===== config.mk =====
export PLATFORM = sky130hd
export DESIGN_NAME = hall_commutator
export DESIGN_NICKNAME = d
export VERILOG_FILES = /design/src/rtl/hall_pkg.sv /design/src/rtl/hall_glitch_filter.sv /design/src/rtl/hall_commutator.sv
export SDC_FILE = /design/constraint.sdc
export NUM_CORES = 1
export LEC_CHECK = 0
export ABC_AREA = 1
export BUFFER_PORTS_ARGS = -buffer_cell sky130_fd_sc_hd__buf_4
export CAP_MARGIN = 40
export CORE_MARGIN = 2
export CORE_UTILIZATION = 63
export CTS_CLUSTER_DIAMETER = 30
export DETAILED_ROUTE_END_ITERATION = 6
export PLACE_DENSITY = 0.85
export SLEW_MARGIN = 20
export SYNTH_ARGS = -nofsm -noshare
export SYNTH_HDL_FRONTEND = slang
export SYNTH_SLANG_ARGS = --single-unit
export TNS_END_PERCENT = 20

===== constraint.sdc =====
create_clock -name clk -period 6.7 [get_ports clk]
set_clock_uncertainty 0.1 [all_clocks]
set_input_delay 0.335 -clock clk [delete_from_list [all_inputs] [get_ports clk]]
set_output_delay 0.335 -clock clk [all_outputs]
set_load 0.03 [all_outputs]

===== src/rtl/hall_pkg.sv =====
// Shared hall-sensor codes, phase encodings and commutation helpers
// for the BLDC hall commutator.
package hall_pkg;

    localparam logic [2:0] STATE1        = 3'b101;
    localparam logic [2:0] STATE2        = 3'b100;
    localparam logic [2:0] STATE3        = 3'b110;
    localparam logic [2:0] STATE4        = 3'b010;
    localparam logic [2:0] STATE5        = 3'b011;
    localparam logic [2:0] STATE6        = 3'b001;
    localparam logic [2:0] STATE_FAULT   = 3'b111;
    localparam logic [2:0] STATE_NO_CONN = 3'b000;

    localparam logic [2:0] A       = 3'b100;
    localparam logic [2:0] B       = 3'b010;
    localparam logic [2:0] C       = 3'b001;
    localparam logic [2:0] ALL_ON  = 3'b111;
    localparam logic [2:0] ALL_OFF = 3'b000;

    typedef enum logic [1:0] {S_INIT, S_RUN, S_FAULT} state_t;

    typedef struct packed {
        logic [2:0] u;
        logic [2:0] z;
    } drive_t;

    function automatic logic [2:0] code_idx(input logic [2:0] code);
        case (code)
            STATE1:  return 3'd1;
            STATE2:  return 3'd2;
            STATE3:  return 3'd3;
            STATE4:  return 3'd4;
            STATE5:  return 3'd5;
            STATE6:  return 3'd6;
            default: return 3'd0;
        endcase
    endfunction

    // CW swaps the driven-high phase with the CCW low phase; z is shared.
    function automatic drive_t commutate(input logic [2:0] idx, input logic dir);
        drive_t d;
        logic [2:0] low;
        case (idx)
            3'd1:    begin d.u = A; d.z = C; end
            3'd2:    begin d.u = A; d.z = B; end
            3'd3:    begin d.u = B; d.z = A; end
            3'd4:    begin d.u = B; d.z = C; end
            3'd5:    begin d.u = C; d.z = B; end
            3'd6:    begin d.u = C; d.z = A; end
            default: begin d.u = ALL_OFF; d.z = ALL_ON; end
        endcase
        low = ~(d.u | d.z);
        if (dir && idx != 3'd0)
            d.u = low;
        return d;
    endfunction

endpackage


===== src/rtl/hall_glitch_filter.sv =====
// Two-flop synchroniser followed by a stability counter; a new code is
// accepted only after it has held for FILTER_CYCLES synchronised cycles.
module hall_glitch_filter #(
    parameter int FILTER_CYCLES = 8
) (
    input  logic       clk,
    input  logic       rst,
    input  logic [2:0] hall,
    output logic [2:0] hall_filt
);
    localparam int CNT_W = $clog2(FILTER_CYCLES + 1) + 1;

    logic [2:0]       sync1, sync2;
    logic [CNT_W-1:0] cnt;

    always_ff @(posedge clk) begin
        if (rst) begin
            sync1     <= '0;
            sync2     <= '0;
            cnt       <= '0;
            hall_filt <= '0;
        end else begin
            sync1 <= hall;
            sync2 <= sync1;
            // sync1 != sync2 means sync2 changes on this edge: restart the count
            if (sync1 != sync2)
                cnt <= '0;
            else if (sync2 == hall_filt)
                cnt <= '0;
            else if (cnt == CNT_W'(FILTER_CYCLES)) begin
                hall_filt <= sync2;
                cnt       <= '0;
            end else
                cnt <= cnt + 1'b1;
        end
    end

endmodule


===== src/rtl/hall_commutator.sv =====
// Registered hall-to-phase commutator with step tracking, period
// measurement and a sticky fault that floats all phases.
module hall_commutator
    import hall_pkg::*;
#(
    parameter int FILTER_CYCLES = 8,
    parameter int POS_W         = 16,
    parameter int PERIOD_W      = 20
) (
    input  logic                    clk,
    input  logic                    rst,
    input  logic [2:0]              hall,
    input  logic                    en,
    input  logic                    dir,
    input  logic                    fault_clr,
    output logic [2:0]              u,
    output logic [2:0]              z,
    output logic [2:0]              hall_filt,
    output logic signed [POS_W-1:0] position,
    output logic [PERIOD_W-1:0]     period,
    output logic                    period_valid,
    output logic                    step_err,
    output logic                    fault
);
    state_t              state, state_next;
    logic [2:0]          filt_q;
    logic [PERIOD_W-1:0] period_cnt;
    logic [2:0]          idx_new, idx_old;
    logic [3:0]          delta;
    logic                changed, pos_inc, pos_dec, err, restart;
    drive_t              drv;

    hall_glitch_filter #(.FILTER_CYCLES(FILTER_CYCLES)) u_filter (
        .clk       (clk),
        .rst       (rst),
        .hall      (hall),
        .hall_filt (hall_filt)
    );

    assign idx_new = code_idx(hall_filt);
    assign idx_old = code_idx(filt_q);
    assign changed = (hall_filt != filt_q);
    assign delta   = (idx_new >= idx_old) ? {1'b0, idx_new} - {1'b0, idx_old}
                                          : {1'b0, idx_new} + 4'd6 - {1'b0, idx_old};

    always_comb begin
        state_next = state;
        pos_inc    = 1'b0;
        pos_dec    = 1'b0;
        err        = 1'b0;
        case (state)
            S_INIT:
                if (idx_new != 3'd0)
                    state_next = S_RUN;
            S_RUN:
                if (changed) begin
                    if (idx_new == 3'd0)
                        state_next = S_FAULT;
                    else if (delta == 4'd1)
                        pos_inc = 1'b1;
                    else if (delta == 4'd5)
                        pos_dec = 1'b1;
                    else begin
                        err        = 1'b1;
                        state_next = S_FAULT;
                    end
                end
            // a code change in the clearing cycle counts as a fresh fault event
            S_FAULT:
                if (fault_clr && idx_new != 3'd0 && !changed)
                    state_next = S_INIT;
            default:
                state_next = S_INIT;
        endcase
    end

    assign restart = (state == S_INIT) && (state_next == S_RUN);

    always_comb begin
        drv = commutate(idx_new, dir);
        if (state_next != S_RUN || !en) begin
            drv.u = ALL_OFF;
            drv.z = ALL_ON;
        end
    end

    always_ff @(posedge clk) begin
        if (rst) begin
            state        <= S_INIT;
            filt_q       <= '0;
            period_cnt   <= '0;
            period       <= '1;
            period_valid <= 1'b0;
            position     <= '0;
            step_err     <= 1'b0;
            fault        <= 1'b0;
            u            <= ALL_OFF;
            z            <= ALL_ON;
        end else begin
            state        <= state_next;
            filt_q       <= hall_filt;
            period_valid <= pos_inc | pos_dec;
            step_err     <= err;
            fault        <= (state_next == S_FAULT);
            u            <= drv.u;
            z            <= drv.z;

            if (restart)
                period_cnt <= '0;
            else if (pos_inc | pos_dec)
                period_cnt <= PERIOD_W'(1);
            else if (period_cnt != '1)
                period_cnt <= period_cnt + 1'b1;

            if (pos_inc | pos_dec)
                period <= period_cnt;

            if (pos_inc)
                position <= position + 1'b1;
            else if (pos_dec)
                position <= position - 1'b1;
        end
    end

endmodule


==> flow_summary.toml <==
[yosys]
synth_top_cell_by_area = "dfxtp_1"
synthesis.area_sq_mm = 0.00477
synth-edff-count = 0
synth_area_leaders = "dfxtp_1 35%, nand2_1 12%, ha_1 8.1%"
synth_cell_types = 38
ys_ff_latch = 84
ys_async_sr_fraction_pct = 0
synth_cells = 655
yosysMostFrequentCell = "nand2_1"
synthTopCellsByCount = "148 x nand2_1, 84 x dfxtp_1, 78 x inv_1"
ys_warn_count = 0
synth_top_area_share_pct = 35.3
synth_flop_cell = "dfxtp_1"
syn_area_per_cell_sq_um = 7.28
ys_seq_area_share_pct = 35.3
synth_nets = 698

[power]
power.density_mw_per_mm2 = 166
p_total_mw = 0.901
power.leakage_nw = 2.63
ir_worst_vdd_uv = 154

[cts]
cts_buffers = 9
cts_root_buf = "clkbuf_8"
clk_path_buf_depth = 2
cts_tree = "built"
cts_htree_levels = 3
numClockSinks = 84
path_clk_slew_ns = 0.09
clock_latency_ns = 0.36
cts_hold_buf = 0
cts_resized = 0
post_cts_buffers = 0

[final_layout]
nFillCells = 598
drive_gt1_share_pct = 13.5
n_antenna_cell = 0
area_growth_pct = 13.7
nets = 751

[drt]
drtPass1Iterations = 5
dr_total_vias = 4415
drt-total-wl_mm = 11.0
drtIter0Drc = 219
drc_errors = 0
drtAntennaViolNets = 0
vias_per_cell = 5.44
wl_per_cell_microns = 13.6

[timing]
max_slew_margin_pct = 46.2
clock.fmax_mhz = 187
fin_crit_ns = 5.34
finalWorstSetupSlack_ns = 1.36
hold_viol = 0
timing.setup.tns_ns = 0
slew_viol_final = 0
period_share_pct = 79.8
hold_slack_ns = 0.0792
setup_viol = 0
rsz0062_at_grt = "false"
tightestPinTransition_ns = 0.806

[worst_setup_path]
cp_max_fo = 15
reg2reg_slack_ns = 1.36
rr_startpoint = "u_filter.hall_filt[1]$_SDFFE_PP0P_"
critPathRequiredTime_ns = 6.86
crit_arrival_ns = 5.50
cp-end-kind = "flip-flop"
critPathKind = "flip-flop to flip-flop"
start_kind = "flip-flop"
ff2ff_path_depth = 26
r2r_end = "position[8]$_SDFFE_PP0P_"

[die]
die_width_microns = 91.0
dieArea_sq_mm = 0.00828
initial_core_util_pct = 65.4
io_pins = 56
dieHeight_microns = 91.0
placeableCoreArea_sq_mm = 0.00729
rows = 31

[worst_hold_path]
min_to = "u_filter.sync1[2]$_SDFF_PP0_"
holdPathStages = 3
min-delay-start = "hall[2]"
hp-class = "input port to flip-flop"

[place]
routabilityCongestion = 0.963
post-place-ws_ns = 1.48
io_buffers = 55
hpwl_mm = 8.12

[outcome]
status = "finished, final reports clean"

[grt]
grt_pass1_vias = 4255
grt_overflow_total = 0
grt_max_degree = 47
grt_pass1_wl_mm = 18.9
grt_use_total_pct = 27.5
grt_antenna_before_repair = 0

[flow_run]
maxCapViolations = 0
through the flow:
| step | util (%) | instances | area [sq um] |
|---|---|---|---|
| after floorplan | - | 655 | 4770 |
| after global placement | 71.4 | 795 | 5210 |
| after detailed placement | 71.6 | 796 | 5220 |
| after CTS | 74.3 | 812 | 5420 |
| after global routing | 74.3 | 812 | 5420 |
| final | 74.3 | 812 | 5420 |
cells in the final DEF, fill, tap and decap left out, types with 4 or more instances in the layout:
| cell | synthesis | routed |
|---|---|---|
| xnor2_1 | 17 | 17 |
| a21oi_1 | 45 | 45 |
| clkbuf_8 | 0 | 10 |
| a31oi_1 | 4 | 4 |
| buf_4 | 3 | 55 |
| o21ai_0 | 27 | 27 |
| nor2_1 | 71 | 71 |
| nand2_4 | 4 | 4 |
| nor3_1 | 15 | 15 |
| o211ai_1 | 14 | 14 |
| nand2_1 | 148 | 148 |
| nor2_2 | 4 | 4 |
| nand4_1 | 9 | 9 |
| dfxtp_1 | 84 | 84 |
| fa_1 | 4 | 4 |
| xor2_1 | 11 | 11 |
| nand3_1 | 43 | 43 |
| inv_2 | 5 | 5 |
| inv_1 | 78 | 78 |
| ha_1 | 31 | 31 |
cell type report:
cell class,instances,area [sq um],share of cell area (%)
inverter,84,318,5.87
sequential,84,1680,31.0
multi-input combinational,473,2670,49.3
timing repair buffer,56,424,7.83
clock inverter,5,58.8,1.09
clock buffer,11,141,2.61
tap,99,124,2.29
kinds of logic (layout without fill, tap and decap cells):
kind of cell,after synthesis,in the layout,synth area share [%]
flops,84,84,35.3
xor+xnor,28,28,5.15
simple gates,307,307,28.7
fa+ha+maj,35,35,9.82
compound gates,103,103,12.4
buf+inv,98,156,8.69
worst max path at each step:
stage / slack, ns / to / depth (start not counted) / from
after floorplan: 1.89 / position[15]$_SDFFE_PP0P_ / 30 / u_filter.hall_filt[1]$_SDFFE_PP0P_
after global placement: 1.79 / position[15]$_SDFFE_PP0P_ / 28 / u_filter.hall_filt[1]$_SDFFE_PP0P_
after detailed placement: 1.48 / position[15]$_SDFFE_PP0P_ / 30 / u_filter.hall_filt[1]$_SDFFE_PP0P_
after CTS: 1.44 / position[15]$_SDFFE_PP0P_ / 30 / u_filter.hall_filt[1]$_SDFFE_PP0P_
after global routing: 0.83 / position[15]$_SDFFE_PP0P_ / 32 / u_filter.hall_filt[0]$_SDFFE_PP0P_
final: 1.36 / position[8]$_SDFFE_PP0P_ / 26 / u_filter.hall_filt[1]$_SDFFE_PP0P_
routing by layer:
metal	GRT usage, %	vias to the layer above	wire length [microns]
li1	-	2237	-
met1	33.0	2035	4890
met2	48.8	114	5370
met3	5.23	29	488
met4	10.2	0	279
met5	0	-	0
where the power goes:
group | switching, mW | internal [mW]
Sequential | 0.00293 | 0.502
Combinational | 0.0144 | 0.00780
Clock | 0.190 | 0.183
Total | 0.207 | 0.693
sequential cells by signal, indices dropped and copies added (netlist names):
register,count
fault,1
filt_q,3
period,20
period_cnt,20
period_valid,1
position,16
state,2
step_err,1
u,3
u_filter.cnt,5
u_filter.hall_filt,3
u_filter.sync1,3
u_filter.sync2,3
z,3
critical path, stage by stage, from the launching register on:
cell     delay (ns)
dfxtp_1        0.55
inv_1          0.18
ha_1           0.26
o21ai_1        0.25
nand2_4        0.11
nand2_4        0.12
inv_1          0.09
ha_1           0.33
inv_1          0.07
ha_1           0.14
inv_1          0.05
fa_1           0.38
nand2_1        0.07
nand3_1        0.07
nand2_1        0.06
nand2_1        0.06
nor2_2         0.22
nand2_1        0.09
nor2_1         0.25
inv_1          0.33
ha_1           0.45
a21oi_1        0.26
nand2_1        0.18
a31oi_1        0.25
xnor2_1        0.09
o21ai_0        0.14
inv_1          0.06
Note: power is estimated with default switching activity, not from simulation.
